File: src/rtl/mul_ctrl_pkg.sv
// Shared types and constants for the 16x16 sequential multiply controller.
// Optional signed-operand mode is selected with MUL16_SIGNED_EN in the top module.
package mul_ctrl_pkg;

    typedef enum logic [1:0] {
        IDLE = 2'd0,
        MUL  = 2'd1,
        DONE = 2'd2
    } state_t;

    typedef logic [1:0] step_t;

    localparam step_t STEP_LAST = 2'd3;
    localparam int    SHIFT_0   = 0;
    localparam int    SHIFT_1   = 8;
    localparam int    SHIFT_2   = 8;
    localparam int    SHIFT_3   = 16;

    // Left shift applied to the 8x8 partial product of each step.
    function automatic logic [4:0] step_shift(input step_t s);
        logic [4:0] sh;
        case (s)
            2'd0:    sh = 5'(SHIFT_0);
            2'd1:    sh = 5'(SHIFT_1);
            2'd2:    sh = 5'(SHIFT_2);
            default: sh = 5'(SHIFT_3);
        endcase
        return sh;
    endfunction

endpackage

File: src/rtl/mul16_seq_ctrl_if.sv
// Request/response bundle of the sequential multiplier.
// Handshake: a beat transfers on a rising clk edge where valid && ready; valid side holds its data until then.
interface mul16_seq_ctrl_if;

    logic        in_valid;
    logic        in_ready;
    logic [15:0] in_a;
    logic [15:0] in_b;
    logic        out_valid;
    logic        out_ready;
    logic [31:0] out_p;
    logic        busy;

    modport master (
        output in_valid, in_a, in_b, out_ready,
        input  in_ready, out_valid, out_p, busy
    );

    modport slave (
        input  in_valid, in_a, in_b, out_ready,
        output in_ready, out_valid, out_p, busy
    );

endinterface

File: src/rtl/mul16_seq_ctrl_vedic8.sv
// Existing 8x8 unsigned Vedic (vertically-and-crosswise) multiplier, combinational.
// Built recursively from 2x2 blocks: each level sums four half-width crosswise products.
module vedic_mul8 (
    input  logic [7:0]  a_i,
    input  logic [7:0]  b_i,
    output logic [15:0] p_o
);

    function automatic logic [3:0] v2(input logic [1:0] a, input logic [1:0] b);
        return {3'b000, a[0] & b[0]}
             + {2'b00, a[1] & b[0], 1'b0}
             + {2'b00, a[0] & b[1], 1'b0}
             + {1'b0,  a[1] & b[1], 2'b00};
    endfunction

    function automatic logic [7:0] v4(input logic [3:0] a, input logic [3:0] b);
        logic [3:0] ll, lh, hl, hh;
        ll = v2(a[1:0], b[1:0]);
        lh = v2(a[1:0], b[3:2]);
        hl = v2(a[3:2], b[1:0]);
        hh = v2(a[3:2], b[3:2]);
        return {4'b0000, ll} + {2'b00, lh, 2'b00} + {2'b00, hl, 2'b00} + {hh, 4'b0000};
    endfunction

    logic [7:0] ll, lh, hl, hh;

    always_comb begin
        ll  = v4(a_i[3:0], b_i[3:0]);
        lh  = v4(a_i[3:0], b_i[7:4]);
        hl  = v4(a_i[7:4], b_i[3:0]);
        hh  = v4(a_i[7:4], b_i[7:4]);
        p_o = {8'h00, ll} + {4'h0, lh, 4'h0} + {4'h0, hl, 4'h0} + {hh, 8'h00};
    end

endmodule

File: src/rtl/mul16_seq_ctrl.sv
// 16x16 -> 32 multiply sequenced over four byte-pair steps through one vedic_mul8.
// Define MUL16_SIGNED_EN for two's-complement operands (magnitude multiply + sign fix-up).
module mul16_seq_ctrl
    import mul_ctrl_pkg::*;
#(
    parameter int unsigned PP_REG = 0
) (
    input  logic                  clk,
    input  logic                  rst,
    mul16_seq_ctrl_if.slave       bus,
    output state_t                state_o
);

    state_t      state_q, state_d;
    step_t       step_q,  step_d;
    logic        phase_q, phase_d;
    logic [15:0] a_q,     a_d;
    logic [15:0] b_q,     b_d;
    logic [31:0] acc_q,   acc_d;
    logic [31:0] p_q,     p_d;
    logic [15:0] pp_q,    pp_d;
`ifdef MUL16_SIGNED_EN
    logic        sign_q,  sign_d;
`endif

    logic [7:0]  a_byte;
    logic [7:0]  b_byte;
    logic [15:0] pp_comb;
    logic [15:0] pp_use;
    logic [31:0] acc_next;
    logic        pp_reg_en;

    // Step bit 1 picks the high byte of a, step bit 0 the high byte of b.
    assign a_byte = step_q[1] ? a_q[15:8] : a_q[7:0];
    assign b_byte = step_q[0] ? b_q[15:8] : b_q[7:0];

    vedic_mul8 u_mul8 (
        .a_i (a_byte),
        .b_i (b_byte),
        .p_o (pp_comb)
    );

    assign pp_reg_en = (PP_REG != 0);
    assign pp_use    = pp_reg_en ? pp_q : pp_comb;
    assign acc_next  = acc_q + ({16'h0000, pp_use} << step_shift(step_q));

    always_comb begin
        state_d = state_q;
        step_d  = step_q;
        phase_d = phase_q;
        a_d     = a_q;
        b_d     = b_q;
        acc_d   = acc_q;
        p_d     = p_q;
        pp_d    = pp_q;
`ifdef MUL16_SIGNED_EN
        sign_d  = sign_q;
`endif
        case (state_q)
            IDLE: begin
                if (bus.in_valid) begin
`ifdef MUL16_SIGNED_EN
                    a_d    = bus.in_a[15] ? (~bus.in_a + 16'd1) : bus.in_a;
                    b_d    = bus.in_b[15] ? (~bus.in_b + 16'd1) : bus.in_b;
                    sign_d = bus.in_a[15] ^ bus.in_b[15];
`else
                    a_d    = bus.in_a;
                    b_d    = bus.in_b;
`endif
                    acc_d   = 32'h0;
                    step_d  = 2'd0;
                    phase_d = 1'b0;
                    state_d = MUL;
                end
            end
            MUL: begin
                if (pp_reg_en && !phase_q) begin
                    pp_d    = pp_comb;
                    phase_d = 1'b1;
                end else begin
                    acc_d   = acc_next;
                    phase_d = 1'b0;
                    if (step_q == STEP_LAST) begin
                        state_d = DONE;
`ifdef MUL16_SIGNED_EN
                        p_d = sign_q ? (~acc_next + 32'd1) : acc_next;
`else
                        p_d = acc_next;
`endif
                    end else begin
                        step_d = step_q + 2'd1;
                    end
                end
            end
            DONE: begin
                if (bus.out_ready) begin
                    state_d = IDLE;
                end
            end
            default: state_d = IDLE;
        endcase
    end

    always_ff @(posedge clk or posedge rst) begin
        if (rst) begin
            state_q <= IDLE;
            step_q  <= 2'd0;
            phase_q <= 1'b0;
            a_q     <= 16'h0;
            b_q     <= 16'h0;
            acc_q   <= 32'h0;
            p_q     <= 32'h0;
            pp_q    <= 16'h0;
`ifdef MUL16_SIGNED_EN
            sign_q  <= 1'b0;
`endif
        end else begin
            state_q <= state_d;
            step_q  <= step_d;
            phase_q <= phase_d;
            a_q     <= a_d;
            b_q     <= b_d;
            acc_q   <= acc_d;
            p_q     <= p_d;
            pp_q    <= pp_d;
`ifdef MUL16_SIGNED_EN
            sign_q  <= sign_d;
`endif
        end
    end

    // in_ready is masked by rst so nothing is offered while reset is held.
    assign bus.in_ready  = (state_q == IDLE) && !rst;
    assign bus.out_valid = (state_q == DONE);
    assign bus.out_p     = p_q;
    assign bus.busy      = (state_q != IDLE);
    assign state_o       = state_q;

endmodule
File: src/flat_wrapper.sv
// flat-port wrapper written by rule: the top's interface ports become plain ports
module mul16_seq_ctrl_flat import mul_ctrl_pkg::*;
#(
    parameter int unsigned PP_REG = 0
)
  (clk, rst, state_o, bus_in_valid, bus_in_a, bus_in_b, bus_out_ready, bus_in_ready, bus_out_valid, bus_out_p, bus_busy);
  mul16_seq_ctrl_if bus_i ();
  input  logic clk;
  input  logic rst;
  output state_t state_o;
  input wire logic [$bits(bus_i.in_valid)-1:0] bus_in_valid;
  input wire logic [$bits(bus_i.in_a)-1:0] bus_in_a;
  input wire logic [$bits(bus_i.in_b)-1:0] bus_in_b;
  input wire logic [$bits(bus_i.out_ready)-1:0] bus_out_ready;
  output wire logic [$bits(bus_i.in_ready)-1:0] bus_in_ready;
  output wire logic [$bits(bus_i.out_valid)-1:0] bus_out_valid;
  output wire logic [$bits(bus_i.out_p)-1:0] bus_out_p;
  output wire logic [$bits(bus_i.busy)-1:0] bus_busy;
  assign bus_i.in_valid = bus_in_valid;
  assign bus_i.in_a = bus_in_a;
  assign bus_i.in_b = bus_in_b;
  assign bus_i.out_ready = bus_out_ready;
  assign bus_in_ready = bus_i.in_ready;
  assign bus_out_valid = bus_i.out_valid;
  assign bus_out_p = bus_i.out_p;
  assign bus_busy = bus_i.busy;
  mul16_seq_ctrl #(.PP_REG(PP_REG)) u_core (.clk(clk), .rst(rst), .bus(bus_i), .state_o(state_o));
endmodule
File: config.mk
export PLATFORM = sky130hd
export DESIGN_NAME = mul16_seq_ctrl_flat
export DESIGN_NICKNAME = d
export VERILOG_FILES = /design/src/rtl/mul_ctrl_pkg.sv /design/src/rtl/mul16_seq_ctrl_if.sv /design/src/rtl/mul16_seq_ctrl_vedic8.sv /design/src/rtl/mul16_seq_ctrl.sv /design/src/flat_wrapper.sv
export SDC_FILE = /design/constraint.sdc
export NUM_CORES = 1
export LEC_CHECK = 0
export CELL_PAD_IN_SITES_DETAIL_PLACEMENT = 1
export CELL_PAD_IN_SITES_GLOBAL_PLACEMENT = 1
export CORE_MARGIN = 8
export CORE_UTILIZATION = 49
export CTS_CLUSTER_SIZE = 28
export DETAILED_ROUTE_END_ITERATION = 10
export PLACE_DENSITY_LB_ADDON = 0.1
export SLEW_MARGIN = 20
export SYNTH_ARGS = -nofsm -noshare
export SYNTH_HDL_FRONTEND = slang
export SYNTH_HIERARCHICAL = 1
export SYNTH_SLANG_ARGS = --single-unit
File: constraint.sdc
create_clock -name clk -period 11.1 [get_ports clk]
set_input_delay 1.11 -clock clk [delete_from_list [all_inputs] [get_ports clk]]
set_output_delay 1.11 -clock clk [all_outputs]
set_load 0.01 [all_outputs]
# ---- Word level (Yosys, flattened, before mapping)
# Cells that the tools add are included.
dict set report totals {
  wordCells 169
  input_bits 36
  ff_bits 100
  output_inout_bits 37
}
dict set report op_classes {
  n_eq_ne 9
  n_mux 12
  bitwise 64
  addsub 65
  shift 1
  n_reduce_logical 12
}
# cell count
set op_table {}
lappend op_table {{adder 3 x 2 -> 4 bit} 16}
lappend op_table {{adder 4 x 3 -> 4 bit} 16}
lappend op_table {{bitwise AND 1 bit} 64}
lappend op_table {{case mux 32 bit (2 select lines)} 1}
lappend op_table {{adder 1 x 2 -> 3 bit} 16}
lappend op_table {{adder 32 bit} 1}
lappend op_table {{adder 7 x 6 -> 8 bit} 4}
lappend op_table {{adder 8 bit} 4}
lappend op_table {{two-way mux 32 bit} 1}
lappend op_table {{left shift 16 x 5 -> 32 bit} 1}
lappend op_table {{adder 4 x 6 -> 7 bit} 4}
lappend op_table {{adder 14 x 16 -> 16 bit} 1}
lappend op_table {{two-way mux 8 bit} 2}
lappend op_table {{adder 13 x 12 -> 14 bit} 1}
lappend op_table {{adder 8 x 12 -> 13 bit} 1}
lappend op_table {{two-way mux 2 bit} 5}
lappend op_table {{case mux 5 bit (2 select lines)} 1}
lappend op_table {{equality test 2 bit, second input constant} 3}
lappend op_table {{inequality test 2 bit, second input constant} 3}
lappend op_table {{case mux 2 bit (3 select lines)} 1}
lappend op_table {{AND reduction 2 bit} 3}
lappend op_table {{AND reduction 3 bit} 2}
lappend op_table {{equality test 2 x 1 -> 1 bit, second input constant} 2}
lappend op_table {{logical NOT 2 bit} 2}
lappend op_table {{other kinds (7)} 8}

# ---- Logic depth before layout (Yosys ltp)
# Gate-level depths: netlist of run 1.
dict set report logic_depth {
  ltp_word 14
  mapped_depth 32
  ltp_nobuf 31
}

# ---- Modules after synthesis
# The synthesis of run 1 kept the hierarchy.
# module cells_each seq_area_each_um2 instances area_per_inst_um2
set by_module_without_submodules {}
lappend by_module_without_submodules {mul16_seq_ctrl 677 2502.4 1 5939.4}
lappend by_module_without_submodules {vedic_mul8 290 0.0 1 2442.3}

# ---- Least setup slack after synthesis of run 1
# No wires, ideal clock.
dict set report synth_path {
  path_type {flip-flop to flip-flop}
  startpoint {reg u_core.step_q[0]}
  endpoint {reg u_core.p_q[29], in the netlist u_core/bus.out_p[29]}
  n_path_buf 1
  path_stages_with_launch 30
  setup_time_ns 0.126
  synth_period_minus_slack_ns 7.118
  arrival_time_ns 6.992
  slack_ns 3.982
  t_required_ns 10.974
  path_cell_list {dfrtp_1 > clkbuf_1 > mux2_2 > and2_1 > ha_1 > ha_1 > inv_1 > fa_1 > inv_1 > fa_1 > a21o_1 > a21oi_1 > xor2_1 > fa_1 > inv_1 > ha_1 > a21o_1 > a2111oi_4 > a21oi_2 > xor2_1 > a22o_1 > ha_1 > a21oi_1 > nand2_1 > a221o_1 > a22o_2 > a211oi_2 > o41ai_2 > xnor2_1 > o21ai_1}
}
dict set report synth_via {
  elab_chain_cells 13
  elab_cells_between_ends 137
  classes_between {64 x add/sub; 3 x eq/ne; 1 x shift; 2 x mux; 64 x bitwise; 3 x reduce/logical}
}
# item line_no
set synth_lines {}
lappend synth_lines {{start, declared} mul16_seq_ctrl.sv:15} ;# step_t step_q, step_d;
lappend synth_lines {{start signal, assigned} mul16_seq_ctrl.sv:119} ;# step_q <= step_d;
lappend synth_lines {{two-way mux 8 bit (*)} mul16_seq_ctrl.sv:35} ;# assign b_byte = step_q[0] ? b_q[15:8] : b_q[7:0];
lappend synth_lines {{named net u_core.b_byte[2]} mul16_seq_ctrl.sv:27} ;# logic [7:0] b_byte;
lappend synth_lines {{bitwise AND 1 bit, on equally long branches} {mul16_seq_ctrl_vedic8.sv:10, mul16_seq_ctrl_vedic8.sv:11}}
lappend synth_lines {{adder 1 x 2 -> 3 bit} mul16_seq_ctrl_vedic8.sv:11} ;# + {2'b00, a[1] & b[0], 1'b0}
lappend synth_lines {{adder 3 x 2 -> 4 bit} mul16_seq_ctrl_vedic8.sv:12} ;# + {2'b00, a[0] & b[1], 1'b0}
lappend synth_lines {{adder 4 x 3 -> 4 bit} mul16_seq_ctrl_vedic8.sv:13} ;# + {1'b0, a[1] & b[1], 2'b00};
lappend synth_lines {{adder 4 x 6 -> 7 bit} mul16_seq_ctrl_vedic8.sv:22} ;# return {4'b0000, ll} + {2'b00, lh, 2'b00} + {2'b00, hl, 2'b00} + {hh, 4'b0000};
lappend synth_lines {{adder 7 x 6 -> 8 bit} mul16_seq_ctrl_vedic8.sv:22}
lappend synth_lines {{adder 8 bit} mul16_seq_ctrl_vedic8.sv:22}
lappend synth_lines {{adder 8 x 12 -> 13 bit} mul16_seq_ctrl_vedic8.sv:32} ;# p_o = {8'h00, ll} + {4'h0, lh, 4'h0} + {4'h0, hl, 4'h0} + {hh, 8'h00};
lappend synth_lines {{adder 13 x 12 -> 14 bit (*)} mul16_seq_ctrl_vedic8.sv:32}
lappend synth_lines {{adder 14 x 16 -> 16 bit (*)} mul16_seq_ctrl_vedic8.sv:32}
lappend synth_lines {{named net u_core.pp_comb[13]} mul16_seq_ctrl.sv:28} ;# logic [15:0] pp_comb;
lappend synth_lines {{left shift 16 x 5 -> 32 bit (*)} mul16_seq_ctrl.sv:45} ;# assign acc_next = acc_q + ({16'h0000, pp_use} << step_shift(step_q));
lappend synth_lines {{adder 32 bit (*)} mul16_seq_ctrl.sv:45}
lappend synth_lines {{end signal, assigned} mul16_seq_ctrl.sv:124} ;# p_q <= p_d;
lappend synth_lines {{end, declared} mul16_seq_ctrl.sv:20} ;# logic [31:0] p_q, p_d;
# The timed path passes the listed nets; every way through them passes the cells marked *.
# A chain may end at the register's enable or synchronous reset.

# ---- Final worst setup path of run 1
dict set report layout_path {
  startpoint {reg u_core.step_q[0]}
  endpoint {reg u_core.acc_q[31]}
}
dict set report layout_via {
  elab_chain_cells 14
  elab_cells_between_ends 136
  classes_between {64 x add/sub; 2 x eq/ne; 1 x shift; 3 x mux; 64 x bitwise; 2 x reduce/logical}
}
# item line_no
set layout_lines {}
lappend layout_lines {{two-way mux 8 bit (*)} mul16_seq_ctrl.sv:35}
lappend layout_lines {{named net u_core.b_byte[0]} mul16_seq_ctrl.sv:27}
lappend layout_lines {{bitwise AND 1 bit, on equally long branches} {mul16_seq_ctrl_vedic8.sv:10, mul16_seq_ctrl_vedic8.sv:11}}
lappend layout_lines {{adder 1 x 2 -> 3 bit} mul16_seq_ctrl_vedic8.sv:11}
lappend layout_lines {{adder 3 x 2 -> 4 bit} mul16_seq_ctrl_vedic8.sv:12}
lappend layout_lines {{adder 4 x 3 -> 4 bit} mul16_seq_ctrl_vedic8.sv:13}
lappend layout_lines {{adder 4 x 6 -> 7 bit} mul16_seq_ctrl_vedic8.sv:22}
lappend layout_lines {{adder 7 x 6 -> 8 bit} mul16_seq_ctrl_vedic8.sv:22}
lappend layout_lines {{adder 8 bit} mul16_seq_ctrl_vedic8.sv:22}
lappend layout_lines {{adder 8 x 12 -> 13 bit} mul16_seq_ctrl_vedic8.sv:32}
lappend layout_lines {{adder 13 x 12 -> 14 bit (*)} mul16_seq_ctrl_vedic8.sv:32}
lappend layout_lines {{adder 14 x 16 -> 16 bit (*)} mul16_seq_ctrl_vedic8.sv:32}
lappend layout_lines {{named net u_core.pp_comb[10]} mul16_seq_ctrl.sv:28}
lappend layout_lines {{left shift 16 x 5 -> 32 bit (*)} mul16_seq_ctrl.sv:45}
lappend layout_lines {{adder 32 bit (*)} mul16_seq_ctrl.sv:45}
lappend layout_lines {{case mux 32 bit (2 select lines) (*)} mul16_seq_ctrl.sv:59} ;# case (state_q)
lappend layout_lines {{end signal, assigned} mul16_seq_ctrl.sv:111} ;# acc_q <= 32'h0;
lappend layout_lines {{end signal, assigned} mul16_seq_ctrl.sv:123} ;# acc_q <= acc_d;
lappend layout_lines {{end, declared} mul16_seq_ctrl.sv:19} ;# logic [31:0] acc_q, acc_d;
# Marks and branches as above.

==> metrics.txt, run 1 <==
#FFs+latches synth=100; TritonCTS clock tree=yes; Mapped Nets=1122; RSZ-0062 raised after global routing=false; via count=6926; Hold Path Cell Cnt=2; Longest Clk Path Bufs=2; R2R Path Start=u_core/step_q[0]; worst setup margin=3450 ps; Die ar.=0.0215 mm2; GRT overflow=0; initial antenna violation count=0; Worst-Margin Slew=727 ps; Max Clock Freq=131 MHz; worst hold endpoint=u_core/bus.out_p[8]; peak per-stage delay on the critical path=590 ps; Synth Flop Type=dfrtp_1; Starting Density=0.493; Core Area=0.0170 mm2; critical path fanouts, max=10; max-slew violation count=0; detailed-route DRC error count=0; sequential element share of the synthesized area=0.299; Hold WC Path Type=reg2reg; clk root buf=clkbuf_16; synth top area cells=dfrtp_1 30%, ha_1 14%, nand2_1 7.4%; Crit-path slowest cell=dfrtp_1; Detail Placement HPWL=18400 um; Avg WL per Cell=18.6 um; total track usage=0.220; Synth cell types=66; status=finished clean; worst path arrival time=7860 ps; hold-fix buffers at CTS=0; IO Port Bufs=72; r2r endpoint=u_core/acc_q[31]; Final Wtd Congestion=0.922; detailed-router iteration count before antenna repair=4; nets=1176; Syn Inst Count=967; Top Ports=73; fin crit period=7650 ps; Post-synth EDFFs=0; global-route wire length before repair=38400 um; Via density=5.54; Setup Viol. Count Final=0; maxcap violations=0; required time worst endpoint=11310 ps; fraction of registers with async set or reset after synthesis=1.00; clock-pin slew on the worst setup and hold paths=70 ps; largest net degree at the start of global routing=66; Critical Path Start Type=flop; syn avg cell area=8.67 um2; launch point of the worst path=u_core/step_q[0]; row cnt=48; Yosys top cell area share=0.299; Slew headroom=0.515; hold_ws=482 ps; CTS sink cnt=100; die width=147 um; die height=147 um; post-synth top area cell=dfrtp_1; DRT iter0 DRCs=249; ANT nets after route=0; layout cell share with drive strength beyond 1=0.0624; fin crit share=0.690; TritonCTS buffer count=9; worst skew pair latency=360 ps; Hold Startpoint=u_core/bus.out_p[8]; routed wire length=23300 um; cts repair resizes=0; Synth Cell Area=0.00838 mm2; Area Growth Syn to Fin=14.2%; diode count=0; htree depth=3; Register-to-Register Path Depth=28; Worst Skew=10.2 ps; Total Neg Setup Slack=0 ps; Synth warnings=6; Place WS=3470 ps; Worst path most repeated cell=ha_1; post-CTS setup buffers=0; worst setup path class=reg2reg; vias in the first global route=7573; critical path capture point type=flop; Final Hold Viols=0; R2R Setup Slk=3450 ps
final cells by class:
class	count	area, um2
fillers	2005	7420
repair buffers	76	751
multi-input cells	754	5430
inverters	80	303
clock inverters	7	77.6
flip-flops and latches	100	2500
well taps	225	282
clock buffers	9	225
state kept, by name (all words and copies together), names as in the netlist:
register          cells
u_core/state_o        2
u_core/bus.out_p     32
u_core/b_q           16
u_core/step_q         2
u_core/acc_q         32
u_core/a_q           16
how the worst max path moves through the flow:
stage	end	slack, ps	depth (start not counted)
2_1_floorplan	u_core/bus.out_p[29]	3980	29
3_3_place_gp	u_core/bus.out_p[31]	3650	29
3_5_place_dp	u_core/bus.out_p[31]	3470	29
4_1_cts	u_core/bus.out_p[29]	3450	28
5_1_grt	u_core/bus.out_p[26]	3000	30
6_report	u_core/acc_q[31]	3450	28
Yosys cell counts, types with 6 or more instances:
cell / instances
clkbuf_1: 27
xnor2_1: 23
xor2_1: 25
o31ai_1: 8
a21oi_1: 50
dfrtp_1: 100
nor3_1: 6
nor2_1: 32
a22o_1: 8
mux2i_1: 9
ha_1: 92
nor2b_1: 11
o21bai_1: 10
fa_1: 27
a21o_1: 22
inv_1: 79
mux2_2: 19
and2_1: 69
o21ai_0: 67
nand3_1: 40
nand2_1: 166
critical path, delay by kind of cell (launching register included):
kind	cells	cell delay, ps
adders and majority gates	8	2860
DFF	1	590
AOI/OAI and AO/OA	9	1670
xor gates and xnor gates	3	450
and+or+nand+nor	5	1150
buffers and inverters	1	40
muxes	2	720
metrics by stage:
| step | area [um2] | utilization | cells |
|---|---|---|---|
| floorplan | 8380 | - | 967 |
| global placement | 9270 | 0.545 | 1235 |
| detailed placement | 9270 | 0.545 | 1235 |
| CTS | 9570 | 0.563 | 1251 |
| global route | 9570 | 0.563 | 1251 |
| finish | 9570 | 0.563 | 1251 |
kinds of logic after synthesis:
logic type,synth area share
adder cells (fa/ha/maj),0.202
XOR/XNOR,0.0502
multiplexers,0.0363
flip-flops,0.299
AND/OR/NAND/NOR,0.204
buffers and inverters,0.0546
AO/OA/AOI/OAI,0.154
cells in the final DEF, fill, tap and decap left out, types with 23 or more instances in the layout:
master           Yosys  layout
ha_1                92      92
nand2_1            166     164
a21oi_1             50      50
clkdlybuf4s50_1      0      72
xor2_1              25      25
nor2_1              32      32
o21ai_0             67      67
and2_1              69      69
inv_1               79      78
xnor2_1             23      23
dfrtp_1            100     100
fa_1                27      27
nand3_1             40      40
per-layer routing:
| metal | GRT usage | wire [um] | part of all wire |
|---|---|---|---|
| met1 | 0.254 | 9770 | 0.42 |
| met2 | 0.402 | 12100 | 0.52 |
| met3 | 0.0372 | 776 | 0.033 |
| met4 | 0.0768 | 608 | 0.026 |
| met5 | 0 | 0 | 0 |
Power of run 1 is left out: the tool's default activity adds up to more than one toggle a clock period on the data nets, which glitch-free logic cannot reach.
==> inputs of run 2 (changes only) <==
--- a/config.mk
+++ b/config.mk
@@ -8,7 +8,7 @@
 export CELL_PAD_IN_SITES_DETAIL_PLACEMENT = 1
 export CELL_PAD_IN_SITES_GLOBAL_PLACEMENT = 1
 export CORE_MARGIN = 8
-export CORE_UTILIZATION = 49
+export CORE_UTILIZATION = 45
 export CTS_CLUSTER_SIZE = 28
 export DETAILED_ROUTE_END_ITERATION = 10
 export PLACE_DENSITY_LB_ADDON = 0.1
==> constraint.sdc (replaced) <==
create_clock -name clk -period 7.87 [get_ports clk]
set_input_delay 0.787 -clock clk [delete_from_list [all_inputs] [get_ports clk]]
set_output_delay 0.787 -clock clk [all_outputs]
set_load 0.01 [all_outputs]
==> metrics.txt, run 2 (synthesized netlist as in run 1, its figures left out) <==
status=finished clean; via count=6848; Area Growth Syn to Fin=15.3%; initial antenna violation count=0; max-slew violation count=0; maxcap violations=0; fin crit period=7510 ps; TritonCTS buffer count=9; IO Port Bufs=72; routed wire length=22700 um; htree depth=3; TritonCTS clock tree=yes; R2R Path Start=u_core/step_q[0]; Hold Startpoint=u_core/bus.out_p[16]; Worst path most repeated cell=ha_1; critical path fanouts, max=8; detailed-router iteration count before antenna repair=4; Max Clock Freq=133 MHz; Top Ports=73; vias in the first global route=7346; GRT overflow=0; placed cell count=1245; DRT iter0 DRCs=277; clock-pin slew on the worst setup and hold paths=80 ps; required time worst endpoint=8090 ps; Hold Path Cell Cnt=2; R2R Setup Slk=360 ps; global-route wire length before repair=38100 um; largest net degree at the start of global routing=66; Setup Viol. Count Final=0; Avg WL per Cell=18.0 um; post-layout util=0.522; detailed-route DRC error count=0; total track usage=0.201; Hold WC Path Type=reg2reg; Starting Density=0.453; worst hold endpoint=u_core/bus.out_p[16]; clk root buf=clkbuf_16; fill count=2209; die width=152 um; nets=1181; worst setup path class=reg2reg; hold-fix buffers at CTS=0; Critical Path Start Type=flop; ANT nets after route=0; Worst Skew=17.1 ps; Final Wtd Congestion=0.923; Top Family by Delay on Critical Path=adder cells; worst path arrival time=7730 ps; Core Area=0.0185 mm2; Final Hold Viols=0; die height=152 um; CTS sink cnt=100; CP bufs+invs=2; critical path capture point type=flop; Worst-Margin Slew=748 ps; row cnt=50; final std cells w/o fill=1265; Crit-path slowest cell=fa_1; Die ar.=0.0232 mm2; most frequent cells in the layout=164 x nand2_1, 98 x dfrtp_1, 91 x ha_1; Register-to-Register Path Depth=27; Via density=5.41; peak per-stage delay on the critical path=540 ps; Slew headroom=0.501; diode count=0; layout cell share with drive strength beyond 1=0.0757; Longest Clk Path Bufs=2; r2r endpoint=u_core/acc_q[29]; fin crit share=0.954; Detail Placement HPWL=17900 um; commonest non-fill, non-tap cell in the layout=nand2_1; worst skew pair latency=370 ps
==> run 2: stage by stage <==
| step | hold WS, ps | setup WS, ps | cell area, um2 | TNS, ps |
|---|---|---|---|---|
| 3_3_place_gp | 456 | 401 | 9290 | 0 |
| 5_1_grt | 506 | -48.5 | 9670 | -100 |
| 4_1_cts | 484 | 161 | 9590 | 0 |
| 3_5_place_dp | 464 | 236 | 9290 | 0 |
| 2_1_floorplan | 440 | 752 | 8380 | 0 |
| 6_report | 478 | 364 | 9670 | 0 |
==> run 2: metal layers <==
metal | part of all wire | GRT usage
met2 | 0.50 | 0.359
met1 | 0.45 | 0.246
met4 | 0.018 | 0.0589
met3 | 0.027 | 0.0301
met5 | 0 | 0
==> run 2: worst register-to-register path: stages, from the launching register on <==
cell,delay [ps]
dfrtp_2,460
buf_2,220
mux2_2,450
and2_1,170
ha_1,190
ha_1,300
fa_1,490
ha_1,360
a21o_1,190
a21oi_1,170
xor2_1,120
fa_1,540
inv_1,40
ha_1,350
and3_4,220
a2111oi_4,410
a21oi_2,120
xor2_1,190
a22o_1,230
ha_1,350
a21oi_2,250
nand2_1,170
a221o_1,410
a22o_2,270
a211oi_2,240
o41ai_2,120
xnor2_1,220
o21ai_1,100
==> run 2: area by class of cell <==
type / instances / area, um2 / share of cell area
Sequential cell: 100 / 2500 / 0.259
Clock inverter: 7 / 80.1 / 0.00828
Clock buffer: 9 / 225 / 0.0233
Tap cell: 234 / 293 / 0.0303
Multi-Input combinational cell: 754 / 5460 / 0.565
Timing Repair Buffer: 81 / 798 / 0.0826
Inverter: 80 / 303 / 0.0313
==> run 2: worst max path at each step <==
stage | from | end | slack [ps] | cells after the start
final | u_core/step_q[0] | u_core/acc_q[29] | 360 | 27
after global routing | u_core/step_q[0] | u_core/bus.out_p[28] | -50 | 27
after CTS | u_core/step_q[0] | u_core/bus.out_p[31] | 160 | 28
after detailed placement | u_core/step_q[0] | u_core/bus.out_p[31] | 240 | 29
after global placement | u_core/step_q[0] | u_core/bus.out_p[29] | 400 | 28
after floorplan | u_core/step_q[0] | u_core/bus.out_p[29] | 750 | 29
==> run 2: timing repair <==
action                     4_1_cts  5_1_grt
hold endpoints to repair         0        0
buffers inserted                 0        4
gates resized for setup          0       10
setup endpoints to repair        0       18
Power of run 2 is left out for the same reason.
